==> src/rtl/rom_loader_pkg.sv <==
// rom_loader_pkg
//   Shared definitions for the ROM download path: loader FSM state encoding,
//   loader-side address width and the FIFO entry width helper
//   ({address, data} packed as one word).
package rom_loader_pkg;

  // Width of the byte address coming from the OSD file loader.
  localparam int ROM_A_W = 25;

  typedef enum logic [1:0] {
    IDLE    = 2'd0,
    LOAD    = 2'd1,
    DRAIN   = 2'd2,
    HOLDING = 2'd3
  } loaderState_t;

  // One FIFO entry carries the memory address followed by the data byte.
  function automatic int entryWidth(input int aw);
    return aw + 8;
  endfunction

endpackage

==> src/rtl/rom_loader_fifo.sv <==
// loader_fifo
//   Small synchronous FIFO between the download byte stream and the memory
//   write port. The head entry is always visible on dout. A push while full
//   is accepted only when a pop happens in the same cycle.
// Ports
//   clock  in   system clock
//   reset  in   asynchronous active-high reset (empties the FIFO)
//   push   in   write din this cycle
//   pop    in   drop the head entry this cycle
//   din    in   W-bit entry to write
//   dout   out  W-bit head entry
//   full   out  all 2**FAW entries occupied
//   empty  out  no entries
module loader_fifo #(
  parameter int W   = 27,
  parameter int FAW = 2
) (
  input  logic         clock,
  input  logic         reset,
  input  logic         push,
  input  logic         pop,
  input  logic [W-1:0] din,
  output logic [W-1:0] dout,
  output logic         full,
  output logic         empty
);

  localparam int DEPTH = 1 << FAW;

  logic [W-1:0]   mem [DEPTH];
  logic [FAW-1:0] wrPtr;
  logic [FAW-1:0] rdPtr;
  logic [FAW:0]   count;
  logic           doPush;
  logic           doPop;

  assign full   = (count == (FAW+1)'(DEPTH));
  assign empty  = (count == '0);
  assign doPop  = pop & ~empty;
  // A simultaneous pop frees the slot this push needs.
  assign doPush = push & (~full | doPop);
  assign dout   = mem[rdPtr];

  // Storage is not reset; only the pointers define what is valid.
  always_ff @(posedge clock) begin
    if (doPush) begin
      mem[wrPtr] <= din;
    end
  end

  // Pointers wrap naturally modulo 2**FAW.
  always_ff @(posedge clock or posedge reset) begin
    if (reset) begin
      wrPtr <= '0;
      rdPtr <= '0;
      count <= '0;
    end else begin
      if (doPush) wrPtr <= wrPtr + 1'b1;
      if (doPop)  rdPtr <= rdPtr + 1'b1;
      case ({doPush, doPop})
        2'b10:   count <= count + 1'b1;
        2'b01:   count <= count - 1'b1;
        default: count <= count;
      endcase
    end
  end

endmodule

==> src/rtl/rom_loader.sv <==
// rom_loader
//   Takes the ROM download byte stream from the OSD file loader and writes
//   each byte into external memory through a req/ack port, holding the core
//   in reset for the whole download plus HOLD cycles afterwards.
// Ports
//   clock      in   system clock
//   reset      in   asynchronous active-high reset
//   romIo      in   download active (level)
//   romWr      in   one-cycle byte strobe, meaningful while romIo=1
//   romA       in   25-bit byte address
//   romD       in   byte data
//   memReq     out  write request, held with memA/memD until memAck
//   memA       out  AW-bit write address
//   memD       out  write data
//   memAck     in   one-cycle accept from the memory controller
//   coreReset  out  core held in reset during a download
//   busy       out  FSM not idle
//   done       out  one-cycle pulse when coreReset falls
//   ovf        out  sticky: byte dropped, FIFO full
//   oor        out  sticky: byte dropped, address out of range
module rom_loader
  import rom_loader_pkg::*;
#(
  parameter int AW   = 19,
  parameter int FAW  = 2,
  parameter int HOLD = 16
) (
  input  logic                 clock,
  input  logic                 reset,
  input  logic                 romIo,
  input  logic                 romWr,
  input  logic [ROM_A_W-1:0]   romA,
  input  logic [7:0]           romD,
  output logic                 memReq,
  output logic [AW-1:0]        memA,
  output logic [7:0]           memD,
  input  logic                 memAck,
  output logic                 coreReset,
  output logic                 busy,
  output logic                 done,
  output logic                 ovf,
  output logic                 oor
);

  localparam int W   = entryWidth(AW);
  localparam int HCW = (HOLD > 1) ? $clog2(HOLD) : 1;

  loaderState_t   state;
  logic           romIoReg;
  logic [HCW-1:0] holdCnt;

  logic           romRise;
  logic           romFall;
  logic           wrStrobe;
  logic           inRange;
  logic           fifoPush;
  logic           fifoPop;
  logic           fifoFull;
  logic           fifoEmpty;
  logic [W-1:0]   fifoDin;
  logic [W-1:0]   fifoDout;

  assign romRise  = romIo & ~romIoReg;
  assign romFall  = ~romIo & romIoReg;
  assign wrStrobe = romIo & romWr;
  assign inRange  = (romA[ROM_A_W-1:AW] == '0);
  // An ack only counts while a request is outstanding.
  assign fifoPop  = memReq & memAck;
  assign fifoPush = wrStrobe & inRange & (~fifoFull | fifoPop);
  assign fifoDin  = {romA[AW-1:0], romD};

  loader_fifo #(
    .W   (W),
    .FAW (FAW)
  ) uFifo (
    .clock (clock),
    .reset (reset),
    .push  (fifoPush),
    .pop   (fifoPop),
    .din   (fifoDin),
    .dout  (fifoDout),
    .full  (fifoFull),
    .empty (fifoEmpty)
  );

  always_ff @(posedge clock or posedge reset) begin
    if (reset) begin
      state     <= IDLE;
      romIoReg  <= 1'b0;
      holdCnt   <= '0;
      memReq    <= 1'b0;
      memA      <= '0;
      memD      <= '0;
      coreReset <= 1'b0;
      busy      <= 1'b0;
      done      <= 1'b0;
      ovf       <= 1'b0;
      oor       <= 1'b0;
    end else begin
      romIoReg <= romIo;
      done     <= 1'b0;

      // Memory port: one write outstanding at most. The head entry is
      // latched on issue and popped from the FIFO when acked.
      if (memReq) begin
        if (memAck) memReq <= 1'b0;
      end else if (!fifoEmpty) begin
        memReq <= 1'b1;
        memA   <= fifoDout[W-1:8];
        memD   <= fifoDout[7:0];
      end

      case (state)
        IDLE: begin
          if (romRise) begin
            state     <= LOAD;
            coreReset <= 1'b1;
            busy      <= 1'b1;
            ovf       <= 1'b0;
            oor       <= 1'b0;
          end
        end
        LOAD: begin
          if (romFall) state <= DRAIN;
        end
        DRAIN: begin
          // A fresh download resumes on top of whatever is still queued.
          if (romRise) begin
            state <= LOAD;
          end else if (fifoEmpty && !memReq) begin
            state   <= HOLDING;
            holdCnt <= '0;
          end
        end
        HOLDING: begin
          if (romRise) begin
            state <= LOAD;
          end else if (holdCnt == HCW'(HOLD - 1)) begin
            state     <= IDLE;
            coreReset <= 1'b0;
            busy      <= 1'b0;
            done      <= 1'b1;
          end else begin
            holdCnt <= holdCnt + 1'b1;
          end
        end
        default: state <= IDLE;
      endcase

      // Sticky error flags; placed after the IDLE clear so a faulty byte
      // arriving with the romIo rise is still reported.
      if (wrStrobe && !inRange) oor <= 1'b1;
      if (wrStrobe && inRange && fifoFull && !fifoPop) ovf <= 1'b1;
    end
  end

endmodule
==> config.mk <==
export PLATFORM = sky130hd
export DESIGN_NAME = rom_loader
export DESIGN_NICKNAME = d
export VERILOG_FILES = /design/src/rtl/rom_loader_pkg.sv /design/src/rtl/rom_loader_fifo.sv /design/src/rtl/rom_loader.sv
export SDC_FILE = /design/constraint.sdc
export NUM_CORES = 1
export LEC_CHECK = 0
export BUFFER_PORTS_ARGS = -buffer_cell sky130_fd_sc_hd__buf_2
export CORE_MARGIN = 2
export CORE_UTILIZATION = 30
export CTS_CLUSTER_DIAMETER = 50
export DETAILED_ROUTE_END_ITERATION = 16
export PLACE_DENSITY_LB_ADDON = 0.3
export REMOVE_ABC_BUFFERS = 1
export SKIP_LAST_GASP = 1
export SYNTH_ARGS = -nofsm -noshare
export SYNTH_HDL_FRONTEND = slang
export SYNTH_SLANG_ARGS = --single-unit
==> constraint.sdc <==
create_clock -name clock -period 1.98 [get_ports clock]
set_input_delay 0.099 -clock clock [delete_from_list [all_inputs] [get_ports clock]]
set_output_delay 0.099 -clock clock [all_outputs]
set_load 0.01 [all_outputs]
[Word-level counts from Yosys, hierarchy flattened]
Memories as Yosys holds them, arrays and structs flattened. A register that Yosys moved wholly into a read port is not among the register bits.
Index checks and enable logic that the tools add are counted.
Storage, ports and cells
  flip-flop bits (word level): 19
  bits in writable memories: 108
  bits of input ports: 38
  output and inout port bits: 33
  memories: 1
Cells by class
  add/subtract/negate cells: 5
  equal/unequal tests: 16
  multiplexer cells: 29
  bitwise gates (word level): 15
  reductions and logical operators: 24
Memories
  uFifo.mem: depth 4, width 27, rd ports 1, clocked after memory_dff 1, write ports 1, RTL line rom_loader_fifo.sv:30  | logic [W-1:0] mem [DEPTH];
Operators by type and width (count)
  $mux 4: 4
  $mux 1: 15
  $ne 2x2->1 const B: 7
  $reduce_bool 2->1: 7
  $mux 2: 6
  $and 1x1->1: 8
  $pmux 2 s4: 1
  $pmux 4 s2: 1
  $reduce_and 4->1: 2
  $eq 2x2->1 const B: 3
  $logic_not 6->1: 1
  $ne 3x3->1 const B: 2
  $pmux 3 s2: 1
  $reduce_and 2->1: 3
  $logic_and 1x1->1: 5
  $not 1->1: 5
  $reduce_and 5->1: 1
  $add 2x1->2 const B: 2
  $add 4x1->4 const B: 1
  $eq 2x1->1 const B: 2
  $eq 4x4->1 const B: 1
  $add 3x1->3 const B: 1
  $eq 3x3->1 const B: 1
  $logic_not 1->1: 3
  other kinds (5): 6

[Longest topological paths before layout]
  word-level depth: 7
  mapped depth: 9

[Hierarchy]
From an unflattened synthesis, not the netlist that was laid out.
Second synthesis, totals
  cells, all modules: 302
  area total of the unflattened synthesis: 5987.0 µm²
By module, submodules not included
  loader_fifo: instances 1, cells each 180, area an instance 4327.9 µm², seq. area each 3418.3 µm²
  rom_loader: instances 1, cells each 122, area an instance 1659.1 µm², seq. area each 975.9 µm²

[Least setup slack after synthesis]
No wires, ideal clock.
  kind: reg2reg
  from: reg memReq
  to: reg uFifo.count[2]
  arrival time: 2.079 ns
  data required time: 1.901 ns
  slack: -0.178 ns
  stages on the path, launching flop included: 10
  clock period less this slack: 2.158 ns
  cells stage by stage: dfrtp_1 > a211oi_1 > a2111oi_4 > inv_1 > ha_1 > inv_1 > fa_1 > xor2_1 > nor2_1 > xor2_1
Between the ends
  word-level cells in the longest chain between the ends: 6
  elaborated cells on any way between the ends: 10
  classes of those cells: 2 x eq/ne; 1 x mux; 6 x bitwise; 1 x reduce/logical
Ends and longest elaborated chain
  start, declared: RTL line rom_loader.sv:34  | output logic memReq,
  start signal, assigned: RTL line rom_loader.sv:91  | memReq <= 1'b0;
  start signal, assigned: RTL line rom_loader.sv:106  | if (memAck) memReq <= 1'b0;
  start signal, assigned: RTL line rom_loader.sv:108  | memReq <= 1'b1;
  $and 1x1->1 *: RTL line rom_loader.sv:68  | assign fifoPop = memReq & memAck;
  $or 1x1->1 or $and 1x1->1 (tied branches): RTL line rom_loader.sv:69, rom_loader_fifo.sv:39
  $and 1x1->1 or $or 1x1->1 (tied branches): RTL line rom_loader.sv:69, rom_loader_fifo.sv:41
  $and 1x1->1: RTL line rom_loader_fifo.sv:41  | assign doPush = push & (~full | doPop);
  $eq 2x1->1 or $eq 2x2->1 (tied branches): RTL line rom_loader_fifo.sv:60  | case ({doPush, doPop})
  $pmux 3 s2 or $reduce_bool 2->1 (tied branches)
  end signal, assigned: RTL line rom_loader_fifo.sv:61  | 2'b10: count <= count + 1'b1;
  end signal, assigned: RTL line rom_loader_fifo.sv:62  | 2'b01: count <= count - 1'b1;
  end signal, assigned: RTL line rom_loader_fifo.sv:63  | default: count <= count;
  end, declared: RTL line rom_loader_fifo.sv:33  | logic [FAW:0] count;
Every way passes the cells marked *; elsewhere a longest branch is shown, timed or not.
A chain may end at the register's enable or synchronous reset.

[Worst setup path after layout]
  from: reg uFifo.count[2]
  to: reg uFifo.count[2]
Between the ends
  word-level cells in the longest chain between the ends: 7
  elaborated cells on any way between the ends: 15
  classes of those cells: 2 x add/sub; 3 x eq/ne; 1 x mux; 7 x bitwise; 2 x reduce/logical
Ends and longest elaborated chain
  $logic_not 3->1 *: RTL line rom_loader_fifo.sv:38  | assign empty = (count == '0);
  $not 1->1 (no line) *
  $and 1x1->1 *: RTL line rom_loader_fifo.sv:39  | assign doPop = pop & ~empty;
  via uFifo.doPop: RTL line rom_loader_fifo.sv:35  | logic doPop;
  $or 1x1->1: RTL line rom_loader_fifo.sv:41
  $and 1x1->1: RTL line rom_loader_fifo.sv:41
  $eq 2x1->1 or $eq 2x2->1 (tied branches): RTL line rom_loader_fifo.sv:60
  $pmux 3 s2 or $reduce_bool 2->1 (tied branches)
Mark *: on every way through the listed nets, which the timed path passes. The rest lies on a longest branch.

==> impl_metrics.json <==
{
  "irDropWorstVdd_mv": 0.759,
  "combinationalPowerShare_pct": 26.0,
  "area_growth_pct": 30.8,
  "start_kind": "flop",
  "post-route-util_pct": 39.9,
  "cpPeakStageDelay_ns": 0.50,
  "place_area_um2": 6870,
  "max_freq_mhz": 516,
  "n_antenna_cell": 0,
  "wl_per_cell_um": 16.3,
  "fin_setup_tns_ns": 0,
  "antenna_found_initial": 1,
  "drt_iter0_markers": 137,
  "num_rows": 51,
  "syn_area_per_cell_um2": 19.9,
  "cp_cell_sequence": "o311a_1 > ha_2 > inv_2 > fa_2 > xor2_1 > nor2_1 > xor2_1",
  "grt_pass1_vias": 3396,
  "via_per_inst": 4.46,
  "ys.flop_type": "edfxtp_1",
  "worst_pin_slew_ns": 0.937,
  "clock_latency_ns": 0.42,
  "outcome": "completed",
  "cts.root.buffer_cell": "clkbuf_16",
  "yosysWarnings": 0,
  "final_antenna_net_count": 0,
  "maxCapViolCount": 0,
  "die_w_um": 145,
  "fill_cells": 1776,
  "finalInstanceArea_um2": 7770,
  "fin_crit_ns": 1.94,
  "setup_violations": 0,
  "grt_util_all_layers_pct": 11.9,
  "overflow": 0,
  "power.switching_mw": 2.71,
  "power_frac_seq_pct": 42.0,
  "p_total_mw": 9.95,
  "cp-end-kind": "flop",
  "rsz0062_at_grt": "true",
  "htreeDepth": 4,
  "grt_pass1_wl_um": 18200,
  "synthCells": 298,
  "multiInputGateArea_um2": 1470,
  "numCtsBuffers": 17,
  "finalMaxSlewViolations": 0,
  "skew_ns": 0.0104,
  "cp_max_fo": 6,
  "crit_path_frequent_cell": "xor2_1",
  "leakagePower_nw": 2.87,
  "async_flop_share_pct": 29.9,
  "grt_max_degree": 30,
  "hold_violations": 0,
  "via_count": 3137,
  "drt-total-wl_um": 11500,
  "setup.worst_path.class": "flop to flop",
  "regArea_um2": 4400,
  "core-area_um2": 19500,
  "initial_core_util_pct": 30.5,
  "slew_headroom_pct": 37.4,
  "worstPathArrival_ns": 2.28,
  "clkSinkCount": 154,
  "crit_required_ns": 2.32,
  "nets": 471,
  "synth_most_common_cell": "edfxtp_1",
  "fin_crit_sh_pct": 98.0,
  "gp_congestion": 0.629,
  "drive_above_1_share_pct": 44.0,
  "cts_setup_buffers": 0,
  "pwr-share-clk_pct": 32.0,
  "clkTransAtPathRegs_ns": 0.06,
  "synthTopCellsByArea": "edfxtp_1 55%, dfrtp_1 19%, mux4_2 10%",
  "ys_seq_area_share_pct": 73.9,
  "clockBufferDepth": 2,
  "firstDrtPassIters": 6,
  "fin_ws_ns": 0.0404,
  "synth_top_cells_by_count": "108 x edfxtp_1, 46 x dfrtp_1, 28 x mux2_2",
  "synth-seq-cells": 154,
  "worstHoldPathType": "primary input to flop",
  "ys_types": 41,
  "pwr_density_cell_nw_per_um2": 1280,
  "die_h_um": 145,
  "drc": 0,
  "place_hpwl_um": 7510,
  "synth_top_area_cell": "edfxtp_1",
  "synth_edf_count": 108,
  "cts_tree": "done",
  "syn_area_um2": 5940,
  "crit_path_top_delay_cell": "dfrtp_1",
  "intPower_mw": 7.24,
  "io_pins": 71,
  "port_buffers": 70,
  "yosys.area.top_type_share_pct": 54.6,
  "pre_cts_ws_ns": -0.174,
  "die_area_um2": 21000,
  "switching_share_pct": 27.2
}
[critical path, delay by kind of cell, from the launching register on]
| family | cells | cell delay [ns] |
|---|---|---|
| adders and majority gates | 2 | 0.56 |
| DFF | 1 | 0.50 |
| AOI/OAI and AO/OA | 1 | 0.35 |
| xor gates and xnor gates | 2 | 0.29 |
| and+or+nand+nor | 1 | 0.13 |
| buffers and inverters | 1 | 0.04 |
[metrics by stage]
| step | hold slack [ns] | instances |
|---|---|---|
| 5_1_grt | 0.0501 | 704 |
| 2_1_floorplan | 0.130 | 287 |
| 4_1_cts | 0.00687 | 704 |
| 6_report | 0.0287 | 704 |
| 3_3_place_gp | 0.152 | 642 |
| 3_5_place_dp | 0.159 | 642 |
[cells by family after synthesis]
group,Yosys count,share of synthesized area (%)
multiplexers,58,16.1
AND/OR/NAND/NOR,33,3.35
AO/OA/AOI/OAI,17,2.46
adder cells (fa/ha/maj),7,1.60
XOR/XNOR,6,0.884
flip-flops,154,73.9
buffers and inverters,23,1.64
[cell usage in the layout (no fill, tap or decap), types with 3 or more instances in the layout]
cell and instances:
xnor2_1 3, dfrtp_1 44, and2_2 4, buf_4 9, edfxtp_1 108, xor2_1 3
nand3_1 3, ha_1 5, nor2_1 3, mux4_2 27, clkbuf_8 3, inv_1 10
clkinv_2 3, clkbuf_16 20, nand2b_1 3, o2bb2ai_1 3, buf_12 11, buf_2 70
nand2_1 5, mux2_2 28, dlygate4sd3_1 30
[registers in the layout, indices dropped and copies added, names as in the netlist]
register	count
uFifo.count	3
romIoReg	1
uFifo.rdPtr	2
memReq	1
uFifo.wrPtr	2
state	2
oor	1
busy	1
memA	19
uFifo.mem	108
memD	8
done	1
ovf	1
holdCnt	4
[layer usage]
layer	vias to the layer above	routed length [um]	GRT usage (%)
li1	1432	-	-
met1	1621	5270	15.2
met2	68	5530	19.0
met3	14	508	3.92
met4	2	142	4.45
met5	-	16	0
[what timing repair did]
action	CTS	global route
setup endpoints to repair	1	29
resized for setup	3	1
hold buffers	30	0
pin swaps	3	1
endpoints found under the hold margin	128	0
[power by group through the flow]
stage	combinational (mW)	clock, mW	sequential, mW
2_1_floorplan	1.28	0	4.55
4_1_cts	2.67	3.27	4.18
6_report	2.59	3.19	4.18
5_1_grt	2.85	3.39	4.25
3_5_place_dp	2.60	0	4.24
3_3_place_gp	2.56	0	4.22
[layout make-up]
type,instances,share of cell area (%)
clock buffer,25,7.06
clock inverter,7,0.612
inverter,12,0.579
multi-input combinational,121,18.9
sequential,154,56.5
tap,265,4.26
timing repair buffer,120,12.1
[path summary, 6_finish.rpt]
path | end | cells past startpoint | start | slack (ns)
min in group asynchronous | memA[12] | 3 | reset | 0.24
max in group asynchronous | uFifo.rdPtr[1] | 4 | reset | 1.20
worst max-delay path | uFifo.count[2] | 7 | uFifo.count[2] | 0.04
worst max register to register | uFifo.count[2] | 7 | uFifo.count[2] | 0.04
worst min register to register | oor | 1 | oor | 0.50
worst min-delay path | oor | 3 | romWr | 0.03
Note: power is estimated with default switching activity, not from simulation.
